[config.mk]
export PLATFORM = sky130hd
export DESIGN_NAME = uart_rx_fifo_flat
export DESIGN_NICKNAME = d
export VERILOG_FILES = /design/src/rtl/uart_rx_fifo_if.sv /design/src/rtl/uart_rx_fifo.sv /design/src/flat_wrapper.sv
export SDC_FILE = /design/constraint.sdc
export NUM_CORES = 1
export LEC_CHECK = 0
export ABC_AREA = 0
export CORE_MARGIN = 2
export CORE_UTILIZATION = 45
export DETAILED_ROUTE_END_ITERATION = 8
export DONT_BUFFER_PORTS = 1
export HOLD_SLACK_MARGIN = 0.05
export PLACE_DENSITY = 0.71
export SYNTH_ARGS = -nofsm -noshare
export SYNTH_HDL_FRONTEND = slang
export SYNTH_SLANG_ARGS = --single-unit
[constraint.sdc]
create_clock -name clk_i -period 5 [get_ports clk_i]
set_input_delay 0.5 -clock clk_i [delete_from_list [all_inputs] [get_ports clk_i]]
set_output_delay 0.5 -clock clk_i [all_outputs]
set_load 0.01 [all_outputs]
[src/rtl/uart_rx_fifo_if.sv]
// Read port of the UART receive FIFO: head data, head error tag and a
// valid/ready pop handshake. The receiver drives the master side.
interface uart_rx_fifo_if #(
  parameter int DATA_BITS = 8
);
  logic [DATA_BITS-1:0] rdata_o;
  logic [1:0]           rerr_o;   // bit0 framing, bit1 parity
  logic                 rvalid_o;
  logic                 rready_i;

  modport master (output rdata_o, output rerr_o, output rvalid_o, input rready_i);
  modport slave  (input rdata_o, input rerr_o, input rvalid_o, output rready_i);
endinterface

[src/rtl/uart_rx_fifo.sv]
// Oversampling UART receiver with configurable framing, per-character error
// tags and a first-word-fall-through receive FIFO.
// Optional feature: define UART_RX_BREAK_DETECT_EN to add break_o, which
// pulses once when the line is held low for a full frame; the break is then
// swallowed instead of being pushed as a 0x00 framing-error character.
module uart_rx_fifo #(
  parameter int CLOCK_RATE = 100000000,
  parameter int BAUD_RATE  = 9600,
  parameter int OVERSAMPLE = 16,
  parameter int DATA_BITS  = 8,
  parameter int PARITY     = 0,
  parameter int STOP_BITS  = 1,
  parameter int FIFO_DEPTH = 16
) (
  input  logic                        clk_i,
  input  logic                        rst_ni,
  input  logic                        rx_i,
  input  logic                        rx_en_i,
  input  logic                        clear_i,
  uart_rx_fifo_if.master              rd,
  output logic [$clog2(FIFO_DEPTH):0] level_o,
  output logic                        overrun_o,
  output logic                        busy_o
`ifdef UART_RX_BREAK_DETECT_EN
  ,
  output logic                        break_o
`endif
);

  localparam int TICK_RATE = BAUD_RATE * OVERSAMPLE;
  localparam int DIV_RAW   = (CLOCK_RATE + TICK_RATE / 2) / TICK_RATE;
  localparam int DIV       = (DIV_RAW < 1) ? 1 : DIV_RAW;
  localparam int DW        = (DIV > 1) ? $clog2(DIV) : 1;
  localparam int OW        = $clog2(OVERSAMPLE);
  localparam int AW        = $clog2(FIFO_DEPTH);
  localparam int LW        = AW + 1;
  localparam int EW        = DATA_BITS + 2;

  typedef enum logic [2:0] {S_IDLE, S_START, S_DATA, S_PAR, S_STOP} state_e;

  state_e               state_q, state_d;
  logic [DW-1:0]        div_q, div_d;
  logic [OW-1:0]        os_q, os_d;
  logic [3:0]           bit_q, bit_d;
  logic [DATA_BITS-1:0] data_q, data_d;
  logic                 perr_q, perr_d, ferr_q, ferr_d;
  logic [1:0]           sync_q, sync_d;
  logic                 prev_q, prev_d;
  logic [LW-1:0]        wptr_q, wptr_d, rptr_q, rptr_d;
  logic                 ovr_q, ovr_d;
  logic [EW-1:0]        mem_q [FIFO_DEPTH];
`ifdef UART_RX_BREAK_DETECT_EN
  logic                 brk_q, brk_d, brkhit_q, brkhit_d, break_q, break_d;
`endif

  logic          rxs, tick, samp_half, samp_full, exp_par, ferr_n;
  logic          push, wr_en, pop, full, empty;
  logic [1:0]    push_err;
  logic [LW-1:0] level;
  logic [EW-1:0] head;

  assign rxs       = sync_q[1];
  assign tick      = (state_q != S_IDLE) && (div_q == DW'(DIV - 1));
  assign samp_half = tick && (os_q == OW'(OVERSAMPLE / 2 - 1));
  assign samp_full = tick && (os_q == OW'(OVERSAMPLE - 1));
  assign exp_par   = (PARITY == 1) ? ~(^data_q) : (^data_q);
  assign ferr_n    = ferr_q | ~rxs;

  // Receive FSM, tick divider and sample counters: next-state logic.
  always_comb begin
    state_d  = state_q;
    div_d    = (state_q == S_IDLE || tick) ? '0 : div_q + DW'(1);
    os_d     = tick ? os_q + OW'(1) : os_q;
    bit_d    = bit_q;
    data_d   = data_q;
    perr_d   = perr_q;
    ferr_d   = ferr_q;
    sync_d   = {sync_q[0], rx_i};
    prev_d   = rxs;
    push     = 1'b0;
    push_err = {perr_q, ferr_n};
`ifdef UART_RX_BREAK_DETECT_EN
    brk_d    = brk_q;
    brkhit_d = brkhit_q;
    break_d  = 1'b0;
`endif
    case (state_q)
      S_IDLE: begin
        if (rx_en_i && prev_q && !rxs) begin
          state_d = S_START;
          os_d    = '0;
          bit_d   = '0;
          perr_d  = 1'b0;
          ferr_d  = 1'b0;
        end
      end
      S_START: begin
        if (samp_half) begin
          os_d    = '0;
          state_d = rxs ? S_IDLE : S_DATA;  // high at mid-start is a glitch
        end
      end
      S_DATA: begin
        if (samp_full) begin
          os_d   = '0;
          data_d = {rxs, data_q[DATA_BITS-1:1]};
          if (bit_q == 4'(DATA_BITS - 1)) begin
            bit_d   = '0;
            state_d = (PARITY != 0) ? S_PAR : S_STOP;
          end else begin
            bit_d = bit_q + 4'd1;
          end
        end
      end
      S_PAR: begin
        if (samp_full) begin
          os_d    = '0;
          perr_d  = (rxs != exp_par);
          state_d = S_STOP;
        end
      end
      S_STOP: begin
`ifdef UART_RX_BREAK_DETECT_EN
        // Break candidate: wait out the rest of the frame, then for line high.
        if (brk_q) begin
          if (rxs) begin
            state_d  = S_IDLE;
            brk_d    = 1'b0;
            brkhit_d = 1'b0;
            if (!brkhit_q) begin
              push     = 1'b1;  // line recovered early: plain framing error
              push_err = {perr_q, 1'b1};
            end
          end else if (!brkhit_q && samp_half) begin
            brkhit_d = 1'b1;
            break_d  = 1'b1;
          end
        end else
`endif
        if (samp_full) begin
          os_d   = '0;
          ferr_d = ferr_n;
          if (bit_q == 4'(STOP_BITS - 1)) begin
            bit_d = '0;
`ifdef UART_RX_BREAK_DETECT_EN
            if (data_q == '0 && ferr_n) begin
              brk_d = 1'b1;
            end else begin
              push    = 1'b1;
              state_d = S_IDLE;
            end
`else
            push    = 1'b1;
            state_d = S_IDLE;
`endif
          end else begin
            bit_d = bit_q + 4'd1;
          end
        end
      end
      default: state_d = S_IDLE;
    endcase
  end

  assign level = wptr_q - rptr_q;
  assign full  = (level == LW'(FIFO_DEPTH));
  assign empty = (level == '0);
  assign pop   = !empty && rd.rready_i;
  assign wr_en = push && !clear_i && (!full || pop);

  // FIFO pointers and sticky overrun: clear wins over a coincident push.
  always_comb begin
    wptr_d = clear_i ? '0 : wptr_q + LW'(wr_en);
    rptr_d = clear_i ? '0 : rptr_q + LW'(pop);
    ovr_d  = clear_i ? 1'b0 : (ovr_q | (push && full && !pop));
  end

  // State registers; reset aborts any frame and empties the FIFO.
  always_ff @(posedge clk_i or negedge rst_ni) begin
    if (!rst_ni) begin
      state_q  <= S_IDLE;
      div_q    <= '0;
      os_q     <= '0;
      bit_q    <= '0;
      data_q   <= '0;
      perr_q   <= 1'b0;
      ferr_q   <= 1'b0;
      sync_q   <= 2'b11;
      prev_q   <= 1'b1;
      wptr_q   <= '0;
      rptr_q   <= '0;
      ovr_q    <= 1'b0;
`ifdef UART_RX_BREAK_DETECT_EN
      brk_q    <= 1'b0;
      brkhit_q <= 1'b0;
      break_q  <= 1'b0;
`endif
    end else begin
      state_q  <= state_d;
      div_q    <= div_d;
      os_q     <= os_d;
      bit_q    <= bit_d;
      data_q   <= data_d;
      perr_q   <= perr_d;
      ferr_q   <= ferr_d;
      sync_q   <= sync_d;
      prev_q   <= prev_d;
      wptr_q   <= wptr_d;
      rptr_q   <= rptr_d;
      ovr_q    <= ovr_d;
`ifdef UART_RX_BREAK_DETECT_EN
      brk_q    <= brk_d;
      brkhit_q <= brkhit_d;
      break_q  <= break_d;
`endif
    end
  end

  // FIFO storage; contents are don't-care while empty, outputs are masked.
  always_ff @(posedge clk_i) begin
    if (wr_en) mem_q[wptr_q[AW-1:0]] <= {push_err, data_q};
  end

  assign head        = mem_q[rptr_q[AW-1:0]];
  assign rd.rvalid_o = !empty;
  assign rd.rdata_o  = empty ? '0 : head[DATA_BITS-1:0];
  assign rd.rerr_o   = empty ? '0 : head[EW-1:DATA_BITS];
  assign level_o     = level;
  assign overrun_o   = ovr_q;
  assign busy_o      = (state_q != S_IDLE);
`ifdef UART_RX_BREAK_DETECT_EN
  assign break_o     = break_q;
`endif

endmodule

[src/flat_wrapper.sv]
// flat-port wrapper written by rule: the top's interface ports become plain ports
module uart_rx_fifo_flat 
#(
  parameter int CLOCK_RATE = 100000000,
  parameter int BAUD_RATE  = 9600,
  parameter int OVERSAMPLE = 16,
  parameter int DATA_BITS  = 8,
  parameter int PARITY     = 0,
  parameter int STOP_BITS  = 1,
  parameter int FIFO_DEPTH = 16
)
  (clk_i, rst_ni, rx_i, rx_en_i, clear_i, level_o, overrun_o, busy_o, rd_rdata_o, rd_rerr_o, rd_rvalid_o, rd_rready_i);
  uart_rx_fifo_if #(.DATA_BITS(DATA_BITS)) rd_i ();
  input  logic clk_i;
  input  logic rst_ni;
  input  logic rx_i;
  input  logic rx_en_i;
  input  logic clear_i;
  output logic [$clog2(FIFO_DEPTH):0] level_o;
  output logic overrun_o;
  output logic busy_o;
  output wire logic [$bits(rd_i.rdata_o)-1:0] rd_rdata_o;
  output wire logic [$bits(rd_i.rerr_o)-1:0] rd_rerr_o;
  output wire logic [$bits(rd_i.rvalid_o)-1:0] rd_rvalid_o;
  input wire logic [$bits(rd_i.rready_i)-1:0] rd_rready_i;
  assign rd_rdata_o = rd_i.rdata_o;
  assign rd_rerr_o = rd_i.rerr_o;
  assign rd_rvalid_o = rd_i.rvalid_o;
  assign rd_i.rready_i = rd_rready_i;
  uart_rx_fifo #(.CLOCK_RATE(CLOCK_RATE), .BAUD_RATE(BAUD_RATE), .OVERSAMPLE(OVERSAMPLE), .DATA_BITS(DATA_BITS), .PARITY(PARITY), .STOP_BITS(STOP_BITS), .FIFO_DEPTH(FIFO_DEPTH)) u_core (.clk_i(clk_i), .rst_ni(rst_ni), .rx_i(rx_i), .rx_en_i(rx_en_i), .clear_i(clear_i), .rd(rd_i), .level_o(level_o), .overrun_o(overrun_o), .busy_o(busy_o));
endmodule
==> out/results.ini, run 1 <==
[outcome]
status=finished, final reports clean

[sta]
hold_ws_ps=82.0
fin_crit_sh_pct=73.1
worst_pin_slew_ps=982
slew_headroom_pct=34.4
setup_ws_ps=1340
finalCriticalPeriod_ps=3660
fin_worst_skew_ps=16.6
hold_viol=0
maxSlewViolCount=0
setup_violations=0
fin_setup_tns_ps=0
clock.fmax_mhz=273
rsz0062_at_grt=false

[clock_network]
post_cts_buffers=0
clock-root-buffer=clkbuf_16
clk_path_buf_depth=3
hold_buffers=4
clkSinkCount=205
clk_pin_slew_ps=60
cts_tree=done
cts_resized=0
clkLatencyLatePin_ps=490
h-tree-depth=1
cts_made_buffers=21

[grt]
grt_pass1_vias=4668
grt_max_degree=46
antenna_found_initial=0
grt_first_pass_wirelength_um=26300
grt_busiest_layer=met2
grtUsageTotal_pct=16.6
grtUsageMet1_pct=22.4
use_met3_pct=3.18
met2_usage_pct=28.4
grt-ovfl-total=0

[synth]
yosysMostFrequentCell=edfxtp_1
synthesis.area_um2=8840
yosys_most_used_dff=edfxtp_1
synth.avg_cell_area_um2=16.7
synth_nets=548
yosysWarningCount=0
netlist_instances=528
async_reset_ff_share_pct=22.0
synth_seq_cells=205
synth_cell_types=50
ys_seq_area_share_pct=67.1
synth.largest_area_cell=edfxtp_1
synth_area_leaders=edfxtp_1, mux4_2, dfrtp_1
synth_edf_count=160
yosysTopAreaCellShare_pct=54.3
synthTopCellsByCount=edfxtp_1, mux4_2, dfrtp_1

[hold_path]
hold_path_class=input port to flip-flop
holdPathEnd=u_core.wptr_q[1]
hold_path.startpoint=clear_i
whs_path_depth=1

[power_and_ir_drop]
powerDensity_nw_per_um2=420
ir_worst_vdd_mv=0.221
leakagePower_nw=3.37

[routing]
via_per_inst=5.65
wirelength_um=16700
firstDrtPassIters=4
post_drt_wl_per_cell_um=20.4
vias=4638
drt_iter0_markers=452
drc=0
antenna_left=0

[critical_path]
crit_buf_inv=3
reg2reg_slack_ps=1420
cp_num_cells=9
cp_data_arrival_time_ps=3160
critical_path_required_ps=4500
cp_cell_sequence=buf_4 -> inv_1 -> ha_1 -> nor2b_1 -> o21a_1 -> or3_1 -> a221oi_2 -> buf_4 -> nor2b_1
r2r-start=u_core.rptr_q[1]
cp-start-kind=flip-flop
critical-path-max-stage-delay_ps=510
critPathSlowestCell=buf_4
worstSetupPathType=flip-flop to output pin
r2r-end=u_core.mem_q[5][0]
worstPathMaxFanout=43
crit_path_end_kind=output pin
critPathTopFamily=buffers and inverters
worst-r2r-cell-count=9

[die]
dieWidth_um=144
core_region_area_um2=19400
rows=51
die_h_um=144
initial_utilization_pct=45.6
die_area_um2=20800
ioPinCount=24

[flow_run]
drv_cap=0

[cells_and_area]
seq_area_um2=5940
fill_cells=1590
insertedDiodeCount=0
nNetsFinal=561
syn_to_final_growth_pct=12.0
multi_input_area_um2=2730
drive_above_1_share_pct=21.9

[placed_design]
gp_congestion=0.771
port_buffers=0
pre_cts_ws_ps=1380
dpl.hpwl_um=10900

## flip-flops by register name, indices dropped and copies added (netlist names), 3 cells and up
| register | flops |
|---|---|
| u_core.bit_q | 4 |
| u_core.data_q | 8 |
| u_core.div_q | 10 |
| u_core.mem_q | 160 |
| u_core.os_q | 4 |
| u_core.rptr_q | 5 |
| u_core.state_q | 3 |
| u_core.wptr_q | 5 |
## final cells by class
type,instances,area share (%)
Multi-Input combinational cell,281,27.5
Timing Repair Buffer,15,1.42
Inverter,17,0.644
Sequential cell,205,59.9
Clock inverter,11,1.38
Clock buffer,27,5.74
Tap cell,265,3.35
## cells in the final DEF (no fill, tap or decap), types with 11 or more instances in the layout
cell type,netlist,final
buf_4,0,11
clkbuf_16,0,21
dfrtp_1,42,40
edfxtp_1,160,160
ha_1,13,13
inv_1,17,17
mux4_2,50,50
nand2_1,24,24
nand3_1,19,19
nor2_1,29,29
nor2b_1,23,23
o21ai_0,15,15
xnor2_1,17,17
## worst register-to-register path, cell delays in order (launching register included)
cell and delay (ps):
dfrtp_2 380, buf_4 510, inv_1 140, ha_1 310, nor2b_1 130, o21a_1 190
o21ai_0 340, a21oi_1 120, buf_4 230, a211oi_2 820
## worst max path at each step
stage	endpoint	startpoint	slack, ps
6_report	rd_rdata_o[0]	u_core.rptr_q[1]	1340
5_1_grt	rd_rdata_o[4]	u_core.rptr_q[1]	1190
4_1_cts	rd_rdata_o[4]	u_core.rptr_q[1]	1300
3_5_place_dp	u_core.mem_q[5][5]	u_core.rptr_q[1]	1380
3_3_place_gp	u_core.mem_q[11][1]	u_core.rptr_q[1]	1610
2_1_floorplan	u_core.wptr_q[4]	u_core.rptr_q[1]	1280
## power breakdown
group / internal [W] / switching, W
registers: 0.00183 / 0.00000686
logic: 0.000324 / 0.000426
clock network: 0.000960 / 0.000620
## stage by stage
stage | util, % | instance area, µm² | total power [W] | cells
after floorplan | - | 8840 | 0.00243 | 528
after CTS | 51.1 | 9900 | 0.00421 | 821
after global routing | 51.1 | 9900 | 0.00432 | 821
final | 51.1 | 9900 | 0.00416 | 821
after detailed placement | 47.1 | 9140 | 0.00261 | 779
after global placement | 47.1 | 9140 | 0.00260 | 779
## metal layers
layer / part of all wire (%) / vias up
met5: 0 / -
met4: 1.6 / 0
met3: 6.7 / 25
met2: 50 / 114
met1: 41 / 2432
li1: - / 2067
## cell families after synthesis
kind of cell / synth area share, %
compound gates: 4.27
buf+inv: 2.11
simple gates: 7.98
fa+ha+maj: 2.07
flops: 67.1
xor+xnor: 2.58
mux: 13.9
Note: power is estimated with default switching activity, not from simulation.
==> run 2: changes to the inputs <==
--- a/config.mk
+++ b/config.mk
@@ -11,7 +11,7 @@
 export DETAILED_ROUTE_END_ITERATION = 8
 export DONT_BUFFER_PORTS = 1
 export HOLD_SLACK_MARGIN = 0.05
-export PLACE_DENSITY = 0.71
+export PLACE_DENSITY = 0.73
 export SYNTH_ARGS = -nofsm -noshare
 export SYNTH_HDL_FRONTEND = slang
 export SYNTH_SLANG_ARGS = --single-unit
==> constraint.sdc (replaced) <==
create_clock -name clk_i -period 3.3 [get_ports clk_i]
set_input_delay 0.33 -clock clk_i [delete_from_list [all_inputs] [get_ports clk_i]]
set_output_delay 0.33 -clock clk_i [all_outputs]
set_load 0.01 [all_outputs]
==> run 2 against run 1 <==
  * Die area stayed put
  * Global-route usage hardly changed
  * Clock skew is 0.77 ps lower
  * Power is 50% higher
  * Sequential cell count stayed put
  * Utilization is 0.66 points higher
  * Sequential share of layout area is 0.76 points lower
  * Register-to-register slack worse by 1100 ps
  * Worst setup slack worse by 1200 ps
  * Via count is 0.56% lower
  * Routed wire length is 1.5% lower
  * Final cell count is 1.9% higher
==> out/results.ini, run 2 (synthesized netlist as in run 1, its figures left out) <==
[sta]
clock.fmax_mhz=319
rsz0062_at_grt=false  ; unchanged
setup_violations=0  ; unchanged
hold_ws_ps=70.5  ; was 82.0 ps
maxSlewViolCount=0  ; unchanged
finalCriticalPeriod_ps=3130
worst_pin_slew_ps=853  ; was 982 ps
fin_worst_skew_ps=15.8  ; was 16.6 ps
slew_headroom_pct=42.6  ; was 34.4%
fin_setup_tns_ps=0  ; unchanged
hold_viol=0  ; unchanged
fin_crit_sh_pct=95.0

[routing]
drt_iter0_markers=385  ; was 452
antenna_left=0  ; unchanged
drc=0  ; unchanged
post_drt_wl_per_cell_um=19.7  ; was 20.4 µm
wirelength_um=16500  ; was 16700 µm
firstDrtPassIters=4  ; unchanged
via_per_inst=5.51  ; was 5.65
vias=4612  ; was 4638

[clock_network]
clkLatencyLatePin_ps=500  ; was 490 ps
clk_pin_slew_ps=60  ; about the same
cts_made_buffers=22  ; was 21
clk_path_buf_depth=3  ; unchanged
clkSinkCount=205  ; unchanged
clock-root-buffer=clkbuf_16  ; unchanged
h-tree-depth=1  ; unchanged
cts_tree=done  ; unchanged

[critical_path]
cp_common_cell=inv_1
worst-r2r-cell-count=11  ; was 9
cp_data_arrival_time_ps=2800  ; was 3160 ps
critical_path_required_ps=2970  ; was 4500 ps
cp_cell_sequence=inv_1 -> ha_1 -> fa_1 -> inv_1 -> or3_1 -> a221oi_2 -> buf_4 -> nor2b_1  ; was buf_4 -> inv_1 -> ha_1 -> nor2b_1 -> o21a_1 -> or3_1 -> a221oi_2 -> buf_4 -> nor2b_1
cp-start-kind=flip-flop  ; unchanged
crit_path_end_kind=output pin  ; unchanged
worstSetupPathType=flip-flop to output pin  ; unchanged
critical-path-max-stage-delay_ps=480  ; was 510 ps
worstPathMaxFanout=11  ; was 43
critPathSlowestCell=fa_1  ; was buf_4

[power_and_ir_drop]
swShare_pct=25.4  ; was 25.3%
internal_power_w=0.00468  ; was 0.00311 W
p_sw_w=0.00159  ; was 0.00105 W
ir_worst_vdd_mv=0.409  ; was 0.221 mV
p_comb_share_pct=17.9  ; was 18.0%
powerDensity_nw_per_um2=625  ; was 420 nW/µm²
clockPowerShare_pct=37.7  ; was 37.9%
power_frac_seq_pct=44.4  ; was 44.1%
leakagePower_nw=3.44  ; was 3.37 nW
finalPower_w=0.00627  ; was 0.00416 W

[placed_design]
dpl.hpwl_um=10300  ; was 10900 µm
port_buffers=0  ; unchanged
post_dp_cell_area_um2=9260  ; was 9140 µm²
gp_congestion=0.790  ; was 0.771

[cells_and_area]
drive_above_1_share_pct=24.7  ; was 21.9%
design_area_um2=10000  ; was 9900 µm²
nNetsFinal=577  ; was 561
fin_util_pct=51.7  ; was 51.1%
layout_commonest_cell=edfxtp_1  ; unchanged
largest_reg_flops=160  ; unchanged
layout_common_cells=edfxtp_1, mux4_2, dfrtp_1, nor2_1, buf_4  ; was edfxtp_1, mux4_2, dfrtp_1, nor2_1, nand2_1
syn_to_final_growth_pct=13.5  ; was 12.0%

[outcome]
status=finished, final reports clean  ; unchanged

[grt]
grt-ovfl-total=0  ; unchanged
grt_first_pass_wirelength_um=26300  ; about the same
grtUsageMet1_pct=22.1  ; was 22.4%
antenna_found_initial=0  ; unchanged
grtUsageTotal_pct=16.6  ; about the same
grt_busiest_layer=met2  ; unchanged
met2_usage_pct=28.2  ; was 28.4%
grt_max_degree=46  ; unchanged
grt_pass1_vias=4799  ; was 4668
use_met3_pct=2.98  ; was 3.18%

[die]
die_area_um2=20800  ; unchanged
rows=51  ; unchanged
ioPinCount=24  ; unchanged
dieWidth_um=144  ; unchanged
core_region_area_um2=19400  ; unchanged
die_h_um=144  ; unchanged
initial_utilization_pct=45.6  ; unchanged

[hold_path]
whs_path_depth=2  ; was 1
hold_path_class=input port to flip-flop  ; unchanged

[flow_run]
drv_cap=0  ; unchanged

==> run 2: repair_timing <==
| action | 4_1_cts | 5_1_grt |
|---|---|---|
| buffers inserted | 0 | 0 |
| gates resized for setup | 0 | 3 |
| endpoints found under the setup margin | 0 | 15 |
| hold buffers | 4 | 0 |
| hold endpoints to repair | 56 | 0 |
==> run 2: path summary, 6_finish.rpt <==
path | from | to | slack [ps]
min | clear_i | u_core.overrun_o | 70
max reg2reg | u_core.div_q[0] | u_core.wptr_q[4] | 310
min reg2reg | u_core.sync_q[0] | u_core.sync_q[1] | 350
max | u_core.wptr_q[0] | rd_rdata_o[0] | 170
min in group asynchronous | rst_ni | u_core.rptr_q[0] | 350
max in group asynchronous | rst_ni | u_core.sync_q[0] | 2660
==> run 2: power by group through the flow <==
stage          logic (W)  registers, W  clock network, W
2_1_floorplan   0.000873       0.00283                 0
3_3_place_gp     0.00109       0.00283                 0
3_5_place_dp     0.00111       0.00283                 0
4_1_cts          0.00114       0.00278           0.00242
5_1_grt          0.00120       0.00278           0.00253
6_report         0.00112       0.00278           0.00236
==> run 2: through the flow <==
step / setup slack, ps / instances
finish: 165 / 837
global route: 21.8 / 836
floorplan: 0.363 / 528
CTS: 31.0 / 836
global placement: 162 / 794
detailed placement: 77.0 / 794
==> run 2: cell type report <==
class / count / area (µm²)
inverter: 17 / 63.8
clock buffer: 26 / 566
sequential: 205 / 5940
antenna: 1 / 2.50
clock inverter: 12 / 143
tap: 265 / 332
multi-input combinational: 281 / 2730
timing repair buffer: 30 / 256
fill: 1575 / 9370
==> run 2: layer usage <==
| metal | vias up | routed length, µm |
|---|---|---|
| met5 | - | 0 |
| met4 | 0 | 318 |
| met3 | 25 | 648 |
| met2 | 83 | 8380 |
| met1 | 2396 | 7140 |
| li1 | 2108 | - |
==> run 2: worst max-delay path, delay by kind of cell (launching register included) <==
kind                       cells  cell delay (ps)
buffers and inverters          3              400
adders and majority gates      2              690
DFF                            1              430
AOI/OAI and AO/OA              1              230
and+or+nand+nor                2              540
==> run 3: changes to the inputs <==
--- a/config.mk
+++ b/config.mk
@@ -5,13 +5,13 @@
 export SDC_FILE = /design/constraint.sdc
 export NUM_CORES = 1
 export LEC_CHECK = 0
-export ABC_AREA = 0
 export CORE_MARGIN = 2
 export CORE_UTILIZATION = 45
 export DETAILED_ROUTE_END_ITERATION = 8
 export DONT_BUFFER_PORTS = 1
 export HOLD_SLACK_MARGIN = 0.05
 export PLACE_DENSITY = 0.73
+export SKIP_CTS_REPAIR_TIMING = 1
 export SYNTH_ARGS = -nofsm -noshare
 export SYNTH_HDL_FRONTEND = slang
 export SYNTH_SLANG_ARGS = --single-unit
==> run 3 against run 2 <==
  * Via count is 0.30% higher
  * Highest routed layer unchanged
  * Design area stayed put
  * Critical path type unchanged
  * Combinational power hardly changed
  * Clock power hardly changed
==> out/results.ini, run 3 (synthesized netlist as in run 1, its figures left out) <==
[outcome]
status=finished, final reports clean  ; unchanged

[hold_path]
whs_path_depth=2  ; unchanged
hold_path_class=input port to flip-flop  ; unchanged

[clock_network]
cts_made_buffers=22  ; unchanged
h-tree-depth=1  ; unchanged
clkLatencyLatePin_ps=500  ; about the same
clk_path_buf_depth=3  ; unchanged
clk_pin_slew_ps=60  ; about the same
cts_tree=done  ; unchanged
clock-root-buffer=clkbuf_16  ; unchanged
clkSinkCount=205  ; unchanged

[power_and_ir_drop]
power_frac_seq_pct=44.4  ; about the same
leakagePower_nw=3.44  ; unchanged
p_sw_w=0.00159  ; about the same
internal_power_w=0.00468  ; about the same
swShare_pct=25.3  ; was 25.4%
ir_worst_vdd_mv=0.409  ; about the same
powerDensity_nw_per_um2=624  ; was 625 nW/µm²
clockPowerShare_pct=37.7  ; about the same
p_comb_share_pct=17.9  ; about the same
finalPower_w=0.00626  ; was 0.00627 W

[sta]
clock.fmax_mhz=319  ; about the same
maxSlewViolCount=0  ; unchanged
setup_violations=0  ; unchanged
hold_viol=0  ; unchanged
fin_worst_skew_ps=15.3  ; was 15.8 ps
finalCriticalPeriod_ps=3130  ; about the same
rsz0062_at_grt=false  ; unchanged
worst_pin_slew_ps=857  ; was 853 ps
fin_setup_tns_ps=0  ; unchanged
fin_crit_sh_pct=95.0  ; about the same
slew_headroom_pct=42.3  ; was 42.6%
hold_ws_ps=65.2  ; was 70.5 ps

[placed_design]
dpl.hpwl_um=10300  ; unchanged
port_buffers=0  ; unchanged
gp_congestion=0.790  ; unchanged

[routing]
firstDrtPassIters=6  ; was 4
wirelength_um=16400  ; was 16500 µm
drc=0  ; unchanged
via_per_inst=5.53  ; was 5.51
post_drt_wl_per_cell_um=19.6  ; was 19.7 µm
vias=4626  ; was 4612
antenna_left=0  ; unchanged
drt_iter0_markers=370  ; was 385

[cells_and_area]
nNetsFinal=577  ; unchanged
fill_cells=1581  ; was 1575
largest_reg_flops=160  ; unchanged
syn_to_final_growth_pct=13.5  ; unchanged
drive_above_1_share_pct=24.7  ; unchanged
layout_commonest_cell=edfxtp_1  ; unchanged
layout_common_cells=edfxtp_1, mux4_2, dfrtp_1, nor2_1, buf_4  ; unchanged

[grt]
grt_first_pass_wirelength_um=26200  ; was 26300 µm
grt_pass1_vias=4805  ; was 4799
grt-ovfl-total=0  ; unchanged
grtUsageTotal_pct=16.5  ; was 16.6%
antenna_found_initial=0  ; unchanged
grt_max_degree=46  ; unchanged

[critical_path]
critical-path-max-stage-delay_ps=480  ; about the same
worstSetupPathType=flip-flop to output pin  ; unchanged
cp_common_cell=inv_1  ; unchanged
worst-r2r-cell-count=11  ; unchanged
critical_path_required_ps=2970  ; about the same
cp_data_arrival_time_ps=2800  ; about the same
worstPathMaxFanout=11  ; unchanged
crit_path_end_kind=output pin  ; unchanged
cp_cell_sequence=inv_1 -> ha_1 -> fa_1 -> inv_1 -> or3_1 -> a221oi_2 -> buf_4 -> nor2b_1  ; unchanged
cp-start-kind=flip-flop  ; unchanged
critPathSlowestCell=fa_1  ; unchanged

[die]
ioPinCount=24  ; unchanged
core_region_area_um2=19400  ; unchanged
die_h_um=144  ; unchanged
die_area_um2=20800  ; unchanged
dieWidth_um=144  ; unchanged
initial_utilization_pct=45.6  ; unchanged
rows=51  ; unchanged

[flow_run]
drv_cap=0  ; unchanged

-- run 3: cell counts in the layout (fill, tap and decap cells not counted) --
Identical to the previous run, type by type.
-- run 3: layer usage --
| layer | up-vias | GRT usage, % | wire length (µm) |
|---|---|---|---|
| li1 | 2106 | - | - |
| met1 | 2401 | 21.9 | 7030 |
| met2 | 97 | 28.2 | 8410 |
| met3 | 22 | 2.98 | 689 |
| met4 | 0 | 4.65 | 293 |
| met5 | - | 0 | 0 |
-- run 3: final cells by class --
| class | instances | area [µm²] | area share, % |
|---|---|---|---|
| antenna | 1 | 2.50 | 0.0249 |
| multi-input combinational | 281 | 2730 | 27.2 |
| sequential | 205 | 5940 | 59.2 |
| clock buffer | 26 | 566 | 5.64 |
| timing repair buffer | 30 | 256 | 2.56 |
| tap | 265 | 332 | 3.31 |
| clock inverter | 12 | 143 | 1.42 |
| inverter | 17 | 63.8 | 0.636 |
-- run 3: path summary, 6_finish.rpt --
kind / from / end / slack (ps)
hold / removal: clear_i / u_core.overrun_o / 70
hold reg to reg: u_core.sync_q[0] / u_core.sync_q[1] / 350
min in group asynchronous: rst_ni / u_core.rptr_q[0] / 350
max in group asynchronous: rst_ni / u_core.sync_q[0] / 2660
setup / recovery: u_core.wptr_q[0] / rd_rdata_o[5] / 170
setup reg to reg: u_core.div_q[0] / u_core.wptr_q[4] / 320
-- run 3: through the flow --
step	util [%]	cell area, µm²	instances	worst slack, ps
2_1_floorplan	-	8850	528	0.363
3_3_place_gp	47.7	9260	794	162
3_5_place_dp	47.7	9260	794	77.0
4_1_cts	51.4	9970	832	49.3
5_1_grt	51.7	10000	836	21.9
6_report	51.7	10000	837	166
-- run 3: power by group through the flow --
stage,sequential (W),combinational [W],clock (W)
floorplan,0.00283,0.000873,0
global placement,0.00283,0.00109,0
detailed placement,0.00283,0.00111,0
CTS,0.00278,0.00112,0.00242
global route,0.00278,0.00120,0.00253
finish,0.00278,0.00112,0.00236
-- run 3: worst max-delay path, delay by kind of cell, from the launching register on --
family | cells | cell delay, ps
AOI/OAI and AO/OA | 1 | 230
adders and majority gates | 2 | 690
buffers and inverters | 3 | 410
DFF | 1 | 430
and+or+nand+nor | 2 | 540
